### src/rtl/uart_tx_flow_sched.sv
// rtl/uart_tx_flow_sched.sv - RTS/CTS flow-controlled TX FIFO to UART transmitter sequencer
//
// Purpose: drains the TX FIFO one byte per frame into the UART transmitter,
// gated by synchronized CTS, with a fixed inter-frame guard gap and a sticky
// CTS timeout flag.
//
// Ports:
//   clk, reset_n         clock, asynchronous active-low reset
//   enable               TX enable from the register block
//   timeout_limit        CTS wait limit in clk cycles (0 = no timeout)
//   timeout_clr          pulse, clears cts_timeout
//   fifo_empty           TX FIFO empty
//   fifo_rd_data         TX FIFO data, valid the cycle after fifo_rd_en
//   fifo_rd_en           one-cycle FIFO pop
//   tx_data              byte presented to the transmitter
//   tx_start             one-cycle frame start pulse
//   tx_busy              transmitter busy
//   cts_n                asynchronous active-low Clear-To-Send
//   rts_n                active-low Request-To-Send
//   cts_timeout          sticky CTS timeout flag
//   active               high whenever the sequencer is not idle
module uart_tx_flow_sched #(
    parameter int GAP_CYCLES = 16,
    parameter int TIMEOUT_W  = 16
) (
    input  logic                 clk,
    input  logic                 reset_n,
    input  logic                 enable,
    input  logic [TIMEOUT_W-1:0] timeout_limit,
    input  logic                 timeout_clr,
    input  logic                 fifo_empty,
    input  logic [7:0]           fifo_rd_data,
    output logic                 fifo_rd_en,
    output logic [7:0]           tx_data,
    output logic                 tx_start,
    input  logic                 tx_busy,
    input  logic                 cts_n,
    output logic                 rts_n,
    output logic                 cts_timeout,
    output logic                 active
);

    localparam int GAP_W = (GAP_CYCLES > 1) ? $clog2(GAP_CYCLES) : 1;
    localparam logic [GAP_W-1:0] GAP_LAST = GAP_W'((GAP_CYCLES > 0) ? GAP_CYCLES - 1 : 0);

    typedef enum logic [2:0] {
        S_IDLE,
        S_WAIT_CTS,
        S_FETCH,
        S_LOAD,
        S_START,
        S_SEND,
        S_GAP
    } state_t;

    state_t state, next_state;

    logic                 cts_meta, cts_sync, cts_ok;
    logic [TIMEOUT_W-1:0] wait_cnt;
    logic [GAP_W-1:0]     gap_cnt;
    logic                 seen_busy;
    logic                 can_start, timeout_fire, frame_done, gap_done;
    logic                 fifo_rd_en_d, tx_start_d, rts_n_d, active_d;

    // Synchronizer resets to "not clear" so nothing starts before CTS is seen.
    always_ff @(posedge clk or negedge reset_n) begin
        if (!reset_n) begin
            cts_meta <= 1'b1;
            cts_sync <= 1'b1;
        end else begin
            cts_meta <= cts_n;
            cts_sync <= cts_meta;
        end
    end

    assign cts_ok       = ~cts_sync;
    assign can_start    = enable & ~fifo_empty & ~cts_timeout;
    // Only reachable with enable high and CTS low, so it never competes with FETCH.
    assign timeout_fire = (state == S_WAIT_CTS) & enable & ~cts_ok &
                          (timeout_limit != '0) &
                          (wait_cnt == timeout_limit - TIMEOUT_W'(1));
    assign frame_done   = seen_busy & ~tx_busy;
    assign gap_done     = (gap_cnt == GAP_LAST);

    always_ff @(posedge clk or negedge reset_n) begin
        if (!reset_n) begin
            state <= S_IDLE;
        end else begin
            state <= next_state;
        end
    end

    always_comb begin
        next_state = state;
        case (state)
            S_IDLE:     if (can_start) next_state = S_WAIT_CTS;
            S_WAIT_CTS: begin
                if (!enable)                 next_state = S_IDLE;
                else if (cts_ok && !tx_busy) next_state = S_FETCH;
                else if (timeout_fire)       next_state = S_IDLE;
            end
            S_FETCH:    next_state = S_LOAD;
            S_LOAD:     next_state = S_START;
            S_START:    next_state = S_SEND;
            S_SEND: begin
                if (frame_done) begin
                    if (GAP_CYCLES == 0) next_state = can_start ? S_WAIT_CTS : S_IDLE;
                    else                 next_state = S_GAP;
                end
            end
            S_GAP:      if (gap_done) next_state = can_start ? S_WAIT_CTS : S_IDLE;
            default:    next_state = S_IDLE;
        endcase
    end

    // Outputs are decoded from next_state and registered, so each one is
    // valid for exactly the cycle spent in the corresponding state.
    always_comb begin
        fifo_rd_en_d = (next_state == S_FETCH);
        tx_start_d   = (next_state == S_START);
        active_d     = (next_state != S_IDLE);
        rts_n_d      = 1'b1;
        case (next_state)
            S_WAIT_CTS, S_FETCH, S_LOAD, S_START, S_SEND: rts_n_d = 1'b0;
            S_GAP:   rts_n_d = ~(enable & ~fifo_empty);
            default: rts_n_d = 1'b1;
        endcase
    end

    always_ff @(posedge clk or negedge reset_n) begin
        if (!reset_n) begin
            fifo_rd_en <= 1'b0;
            tx_start   <= 1'b0;
            rts_n      <= 1'b1;
            active     <= 1'b0;
        end else begin
            fifo_rd_en <= fifo_rd_en_d;
            tx_start   <= tx_start_d;
            rts_n      <= rts_n_d;
            active     <= active_d;
        end
    end

    always_ff @(posedge clk or negedge reset_n) begin
        if (!reset_n) begin
            tx_data     <= 8'h00;
            wait_cnt    <= '0;
            gap_cnt     <= '0;
            seen_busy   <= 1'b0;
            cts_timeout <= 1'b0;
        end else begin
            if (state == S_LOAD) tx_data <= fifo_rd_data;

            // Held at zero on entry; counts only cycles spent waiting on CTS.
            if (next_state != S_WAIT_CTS)                  wait_cnt <= '0;
            else if (state == S_WAIT_CTS && !cts_ok)        wait_cnt <= wait_cnt + TIMEOUT_W'(1);

            if (state == S_GAP) gap_cnt <= gap_cnt + GAP_W'(1);
            else                gap_cnt <= '0;

            if (state == S_SEND) begin
                if (tx_busy) seen_busy <= 1'b1;
            end else begin
                seen_busy <= 1'b0;
            end

            // Set has priority over a coincident clear.
            if (timeout_fire)     cts_timeout <= 1'b1;
            else if (timeout_clr) cts_timeout <= 1'b0;
        end
    end

endmodule

### config.mk
export PLATFORM = sky130hd
export DESIGN_NAME = uart_tx_flow_sched
export DESIGN_NICKNAME = d
export VERILOG_FILES = /design/src/rtl/uart_tx_flow_sched.sv
export SDC_FILE = /design/constraint.sdc
export NUM_CORES = 1
export LEC_CHECK = 0
export ABC_AREA = 1
export BUFFER_PORTS_ARGS = -buffer_cell sky130_fd_sc_hd__buf_2
export CELL_PAD_IN_SITES_DETAIL_PLACEMENT = 1
export CELL_PAD_IN_SITES_GLOBAL_PLACEMENT = 2
export CORE_MARGIN = 4
export CORE_UTILIZATION = 31
export CTS_CLUSTER_DIAMETER = 60
export DETAILED_ROUTE_END_ITERATION = 8
export GPL_TIMING_DRIVEN = 0
export PLACE_DENSITY = 0.82
export SYNTH_ARGS = -nofsm -noshare
export SYNTH_HDL_FRONTEND = slang
export SYNTH_SLANG_ARGS = --single-unit
### constraint.sdc
create_clock -name clk -period 2.4 [get_ports clk]
set_input_delay 0.24 -clock clk [delete_from_list [all_inputs] [get_ports clk]]
set_output_delay 0.24 -clock clk [all_outputs]
set_load 0.01 [all_outputs]
Word level (Yosys, flattened, before mapping)
Cells that the tools add are included.
{"block": "totals", "regBits": 39, "latchBits": 0, "ram_bits": 0, "mem_bits_ro": 0, "input_bits": 31, "out_inout_bits": 13, "mem_count": 0}
{"block": "classes", "addsub": 3, "mul": 0, "div_mod_pow": 0, "order_cmp": 0, "n_eq_ne": 16, "shifts": 0, "n_mux": 16, "bitwise": 12, "n_reduce_logical": 9}
{"op": "16-bit 2-to-1 mux", "n": 2}
{"op": "3-bit case mux with 7 select lines", "n": 1}
{"op": "3-bit equality test (second input constant)", "n": 6}
{"op": "3-bit 2-to-1 mux", "n": 6}
{"op": "16-bit by 1-bit adder with 16-bit output (second input constant)", "n": 1}
{"op": "16-bit equality test", "n": 1}
{"op": "16-bit nonzero test", "n": 1}
{"op": "16-bit by 1-bit subtractor with 16-bit output (second input constant)", "n": 1}
{"op": "3-bit by 2-bit equality test with 1-bit output (second input constant)", "n": 4}
{"op": "1-bit AND", "n": 7}
{"op": "3-bit by 1-bit equality test with 1-bit output (second input constant)", "n": 2}
{"op": "1-bit 2-to-1 mux", "n": 5}
{"op": "1-bit inverter", "n": 5}
{"op": "5-bit OR reduction", "n": 1}
{"op": "4-bit by 1-bit adder with 4-bit output (second input constant)", "n": 1}
{"op": "4-bit equality test (second input constant)", "n": 1}
{"op": "4-bit 2-to-1 mux", "n": 1}
{"op": "2-bit nonzero test", "n": 2}
{"op": "3-bit zero test", "n": 1}
{"op": "3-bit by 1-bit != test with 1-bit output (second input constant)", "n": 1}
{"op": "3-bit nonzero test", "n": 1}
{"op": "1-bit logical AND", "n": 2}
{"op": "2-bit != test (second input constant)", "n": 1}
{"op": "1-bit case mux with 2 select lines", "n": 1}
{"op": "1-bit zero test", "n": 1}

Logic depth before layout (Yosys ltp)
Gate-level depths: netlist of run 1.
{"block": "depth", "word_depth": 12, "mapped_depth": 16}

Worst setup path before layout of run 1
No wires, ideal clock.
{"block": "synth_path", "path_kind": "in2reg", "from": "input port timeout_limit[0]", "to": "register wait_cnt[14]", "setup_time_ns": 0.118, "arrival_time_ns": 1.694, "setup_slack_ns": 0.588, "path_stages": 16, "path_buffers": 1, "cell_sequence": "inv_1 > ha_1 > inv_1 > nand2_1 > nand2_1 > nand2_1 > nand3_1 > nor2_1 > nand2_2 > nor2_2 > nand4_2 > nand2_2 > a21oi_4 > buf_8 > nand4_1 > nand2_1"}
{"block": "synth_via", "elab_chain_len": 9, "word_cells_on_any_way": 12, "classes_between": "1 x add/sub; 2 x eq/ne; 5 x mux; 2 x bitwise; 2 x reduce/logical"}
{"element": "from (decl)", "line": "29", "text": "input logic [TIMEOUT_W-1:0] timeout_limit,"}
{"element": "16-bit by 1-bit subtractor with 16-bit output / 16-bit nonzero test (equally long branches)", "line": "81, 80"}
{"element": "16-bit equality test / 1-bit AND (equally long branches)", "line": "81, 79"}
{"element": "1-bit AND *", "line": "80", "text": "(timeout_limit != '0) &"}
{"element": "3-bit 2-to-1 mux *", "line": "100", "text": "else if (timeout_fire) next_state = S_IDLE;"}
{"element": "3-bit 2-to-1 mux *", "line": "99", "text": "else if (cts_ok && !tx_busy) next_state = S_FETCH;"}
{"element": "3-bit 2-to-1 mux *", "line": "98", "text": "if (!enable) next_state = S_IDLE;"}
{"element": "3-bit case mux with 7 select lines *", "line": "95", "text": "case (state)"}
{"element": "3-bit by 1-bit != test with 1-bit output *", "line": "155", "text": "if (next_state != S_WAIT_CTS) wait_cnt <= '0;"}
{"element": "16-bit 2-to-1 mux / 2-bit nonzero test (equally long branches)"}
{"element": "to (signal assigned)", "line": "156", "text": "else if (state == S_WAIT_CTS && !cts_ok) wait_cnt <= wait_cnt + TIMEOUT_W'(1);"}
{"element": "to (decl)", "line": "59", "text": "logic [TIMEOUT_W-1:0] wait_cnt;"}
Mark *: on every way between the ends. The rest lies on a longest branch, timed or not.
A chain may end at the register's enable or synchronous reset.

Worst setup path after layout of run 1
{"block": "layout_path", "from": "register state[2]", "to": "register wait_cnt[10]"}
{"block": "layout_via", "elab_chain_len": 11, "word_cells_on_any_way": 22, "classes_between": "7 x eq/ne; 8 x mux; 4 x bitwise; 3 x reduce/logical"}
{"element": "from (decl)", "line": "56", "text": "state_t state, next_state;"}
{"element": "from (signal assigned)", "line": "89", "text": "state <= next_state;"}
{"element": "3-bit by 1-bit equality test with 1-bit output", "line": "79, 95, 156"}
{"element": "1-bit AND (3 in a row)", "line": "79", "text": "assign timeout_fire = (state == S_WAIT_CTS) & enable & ~cts_ok &"}
{"element": "1-bit AND", "line": "80"}
{"element": "3-bit 2-to-1 mux", "line": "100"}
{"element": "3-bit 2-to-1 mux", "line": "99"}
{"element": "3-bit 2-to-1 mux", "line": "98"}
{"element": "3-bit case mux with 7 select lines", "line": "95"}
{"element": "3-bit by 1-bit != test with 1-bit output", "line": "155"}
{"element": "16-bit 2-to-1 mux / 2-bit nonzero test (equally long branches)"}
Several ways; a longest one is shown, not always the timed one.

==> impl_metrics.ini, run 1 <==
[placement]
dp_cells = 542
gp_congestion = 0.7738
dp_hpwl_um = 6209
port_buffers = 43
place_area_mm2 = 0.003075

[global_routing]
grt_util_met2_pct = 28.02
grtUsageTotal_pct = 15.90
grt_use_met3_pct = 2.116
grt_max_degree = 40
grt_antenna_before_repair = 0
grt_pass1_wl_um = 13210
grt_pass1_vias = 2774
grtUsageMet1_pct = 20.80
grt_busiest_layer = met2
grt-ovfl-total = 0

[final_layout]
diodes = 0
layout-drive-gt1-share_pct = 19.69
layout.nets = 481
most-common-layout-cells = nand2_1 (118), inv_1 (54), buf_2 (45)
regArea_um2 = 979.7
fin_util_pct = 38.07
final_area_mm2 = 0.003191
areaGrowthSynthToFinish_pct = 16.92
multi_input_area_mm2 = 0.001486
instances_no_fill = 552
num-fill-cells = 1131
mostFrequentLayoutCell = nand2_1

[sta]
drv_slew = 0
slew_headroom_pct = 40.43
hold_viol = 0
max_freq_mhz = 446.8
min_period_ps = 2238
grt_setup_unrepaired = no
setup-violations-final = 0
finalClockSkew_ps = 8.240
finalCritPeriodShare_pct = 93.26
tightest_slew_ps = 893.6

[drt]
antenna_left = 0
vias = 2657
drc = 0
via_per_inst = 4.813
first_pass_iters = 4
wirelength_um = 7653
drtIter0Drc = 61
wl_per_cell_um = 13.86

[floorplan]
fp.dieH_um = 101.8
initial_core_util_pct = 32.56
core_area_mm2 = 0.008382
dieArea_mm2 = 0.01037
rows = 33
ios = 44
die_x_um = 101.8

[synthesis]
ys_types = 31
synthesis.nets = 429
ys_seq_area_share_pct = 35.90
synth_warnings = 0
synthesis.instances = 394
ys_seq_elements = 39
postSynthAreaPerCell_um2 = 6.926
syn_area_mm2 = 0.002729

[pwr]
total_power_mw = 2.406
max-vdd-ir-drop_v = 0.0005366
leakage_nw = 1.636
power_density_mw_per_mm2 = 754.2

[worst_setup_path]
required_ps = 2570
critPathCaptureType = register
start_kind = register
crit_type = register to register
crit_start = state[2]
cp.arrival_ps = 2410
crit_path_max_fanout = 10
r2r-start = state[2]

[hold_path]
hold_class = primary input to register
hold_start = cts_n

[clocking]
cts_max_level = 2
cts_buffers = 5
clockRootBuffer = clkbuf_8
clk_latency_ps = 290
clk_pin_slew_ps = 80
cts_tree = yes
cts_max_path_buffers = 2
cts_hold_buf = 0
clock-sinks = 39

[run]
drv_cap = 0

[status]
status = finished, final reports clean
==> cell families after synthesis <==
group	synth area share (%)
AO/OA/AOI/OAI	4.402
AND/OR/NAND/NOR	41.31
XOR/XNOR	6.740
adder cells (fa/ha/maj)	1.834
flip-flops	35.90
buffers and inverters	9.811
==> flip-flops by register name (all words and copies together) (netlist names) <==
name and flops:
active 1, cts_meta 1, cts_sync 1, cts_timeout 1, fifo_rd_en 1, gap_cnt 4, rts_n 1, seen_busy 1
state 3, tx_data 8, tx_start 1, wait_cnt 16
==> synth_stat cells, drive strengths merged <==
| library cell | n | area, µm² |
|---|---|---|
| a21oi | 9 | 56.31 |
| a311oi | 1 | 8.760 |
| buf | 5 | 40.03 |
| clkbuf | 3 | 13.76 |
| dfrtp | 36 | 900.9 |
| dfstp | 3 | 78.83 |
| ha | 4 | 50.05 |
| inv | 57 | 214.0 |
| nand2 | 125 | 491.7 |
| nand3 | 23 | 115.1 |
| nand3b | 5 | 37.54 |
| nand4 | 21 | 137.6 |
| nor2 | 53 | 236.5 |
| nor3 | 11 | 70.07 |
| nor3b | 1 | 7.510 |
| nor4 | 5 | 31.28 |
| o21ai | 11 | 55.05 |
| xnor2 | 9 | 78.83 |
| xor2 | 12 | 105.1 |
==> per-layer routing <==
layer | up-vias | wire length, µm
met1 | 1250 | 3522
met2 | 50 | 3730
met5 | - | 0
li1 | 1350 | -
met3 | 7 | 327
met4 | 0 | 73
==> worst paths after layout <==
path / endpoint / slack [ps] / cells past startpoint
max: wait_cnt[10] / 160 / 13
max in group asynchronous: wait_cnt[12] / 1760 / 1
max reg2reg: wait_cnt[10] / 160 / 13
min: cts_meta / 50 / 1
min in group asynchronous: gap_cnt[3] / 60 / 1
min reg2reg: cts_sync / 360 / 0
==> metrics by stage <==
step	TNS (ps)	worst slack, ps	hold WS, ps
global placement	0	30.35	344.6
floorplan	0	588.1	-55.59
global route	0	21.51	31.68
detailed placement	-63.20	-28.35	352.6
CTS	0	28.28	32.95
finish	0	161.7	45.79
==> layout make-up <==
type	count	share of cell area (%)
Clock inverter	1	0.2745
Inverter	57	6.706
Multi-Input combinational cell	290	46.59
Timing Repair Buffer	45	7.216
Buffer	8	1.686
Sequential cell	39	30.71
Clock buffer	7	2.706
Tap cell	105	4.118
==> worst max-delay path, stage by stage, from the launching register on <==
cell	delay (ps)
dfrtp_1	430
inv_2	120
nand3_1	130
nor2_4	180
nand3_1	140
nor2_1	150
nand2_2	60
nor2_2	120
nand4_2	170
nand2_2	150
a21oi_4	120
buf_8	190
nand4_1	70
nand2_1	70
==> power by group <==
group | internal (mW) | switching [mW]
combinational | 0.357 | 0.694
clock | 0.236 | 0.235
sequential | 0.797 | 0.0884
total | 1.39 | 1.02
==> repair_timing <==
item,in CTS,in global routing
setup buffers,0,2
resized for setup,0,1
setup endpoints to repair,0,10
endpoints found under the hold margin,0,0
Power figures use the tool's default switching activity.
==> run 2: changes to the inputs <==
--- a/config.mk
+++ b/config.mk
@@ -15,6 +15,7 @@
 export DETAILED_ROUTE_END_ITERATION = 8
 export GPL_TIMING_DRIVEN = 0
 export PLACE_DENSITY = 0.82
+export RECOVER_POWER = 50
 export SYNTH_ARGS = -nofsm -noshare
 export SYNTH_HDL_FRONTEND = slang
 export SYNTH_SLANG_ARGS = --single-unit
==> impl_metrics.ini, run 2 (synthesis gave the netlist of run 1 again) <==
[floorplan]
die_x_um = 101.8
initial_core_util_pct = 32.56
ios = 44
core_area_mm2 = 0.008382
rows = 33
dieArea_mm2 = 0.01037
fp.dieH_um = 101.8

[sta]
tightest_slew_ps = 2148
min_period_ps = 2237
grt_setup_unrepaired = no
max_freq_mhz = 447.0
hold_viol = 0
setup-violations-final = 0
fin_setup_tns_ps = 0
finalClockSkew_ps = 8.234
timing.hold.ws_ps = 45.78
slew_headroom_pct = -43.18
drv_slew = 40
finalCritPeriodShare_pct = 93.21

[status]
violations = capacitance limit, slew limit
status = complete, but fails checks

[final_layout]
diodes = 0
num-fill-cells = 1133
multi_input_area_mm2 = 0.001486
top_regs = wait_cnt x16, tx_data x8, gap_cnt x4
largest_register_ffs = 16
layout-drive-gt1-share_pct = 19.24
areaGrowthSynthToFinish_pct = 16.83
fin_util_pct = 38.04
mostFrequentLayoutCell = nand2_1
regArea_um2 = 979.7
most-common-layout-cells = nand2_1 (118), inv_1 (54), buf_2 (43)
layout.nets = 481
top_register = wait_cnt

[placement]
gp_congestion = 0.7738
dp_hpwl_um = 6209
port_buffers = 43

[clocking]
cts_tree = yes
clk_pin_slew_ps = 80
clk_latency_ps = 290
cts_max_path_buffers = 2
cts_max_level = 2
clockRootBuffer = clkbuf_8
clock-sinks = 39
cts_buffers = 5

[global_routing]
grtUsageTotal_pct = 15.90
grt_antenna_before_repair = 0
grt_max_degree = 40
grt_pass1_vias = 2774
grt_pass1_wl_um = 13210
grt-ovfl-total = 0

[pwr]
max-vdd-ir-drop_v = 0.0005197
leakage_nw = 1.628
power_density_mw_per_mm2 = 754.5

[drt]
wl_per_cell_um = 13.86
antenna_left = 0
drtIter0Drc = 61
first_pass_iters = 4
via_per_inst = 4.815
drc = 0
vias = 2658
wirelength_um = 7653

[worst_setup_path]
cp.arrival_ps = 2410
crit_type = register to register
critPathCaptureType = register
start_kind = register
crit_path_max_fanout = 10
required_ps = 2570

[hold_path]
hold_class = primary input to register

[run]
drv_cap = 1
run 2: cell types whose count changed in the layout (fill, tap and decap cells not counted), sizes merged:
cell | before | now
clkbuf | 10 | 12
buf | 50 | 48
run 2: final cells by class:
cell class                 instances  area share (%)
tap                              105           4.121
clock inverter                     1          0.2747
buffer                             8           1.688
multi-input combinational        290           46.62
clock buffer                       7           2.708
timing repair buffer              45           7.143
inverter                          57           6.711
sequential                        39           30.73
run 2: where the power goes:
part | internal [mW] | switching, mW | total (mW)
Sequential | 0.797 | 0.0885 | 0.885
Clock | 0.236 | 0.235 | 0.471
Combinational | 0.356 | 0.694 | 1.05
Total | 1.39 | 1.02 | 2.41
run 2: layer usage:
metal	global-route usage (%)	vias up	wire, µm
li1	-	1350	-
met1	20.80	1251	3523
met2	28.02	50	3730
met3	2.116	7	327
met4	3.633	0	73
met5	0	-	0
run 2: final timing paths:
check | startpoint | endpoint | slack (ps) | cells after the start
min | cts_n | cts_meta | 50 | 1
max in group asynchronous | reset_n | wait_cnt[12] | 600 | 1
max | state[2] | wait_cnt[10] | 160 | 13
max reg2reg | state[2] | wait_cnt[10] | 160 | 13
min reg2reg | cts_meta | cts_sync | 360 | 0
min in group asynchronous | reset_n | gap_cnt[3] | 560 | 1
run 2: critical path, cell delays in order, from the launching register on:
cell and delay, ps:
dfrtp_1 430, inv_2 120, nand3_1 130, nor2_4 180, nand3_1 140, nor2_1 150, nand2_2 60, nor2_2 120
nand4_2 170, nand2_2 150, a21oi_4 120, buf_8 190, nand4_1 70, nand2_1 70
run 2: repair_timing:
action,CTS,global route
hold buffers,0,0
gates resized for setup,0,1
setup buffers,0,2
endpoints found under the setup margin,0,10
run 2: through the flow:
stage,worst slack [ps],total power [mW],instances,instance area [µm²]
global route,21.51,2.618,552,3188
CTS,28.28,2.430,550,3171
global placement,30.35,1.921,542,3075
floorplan,588.1,1.584,394,2729
finish,163.0,2.405,552,3188
detailed placement,-28.35,1.943,542,3075
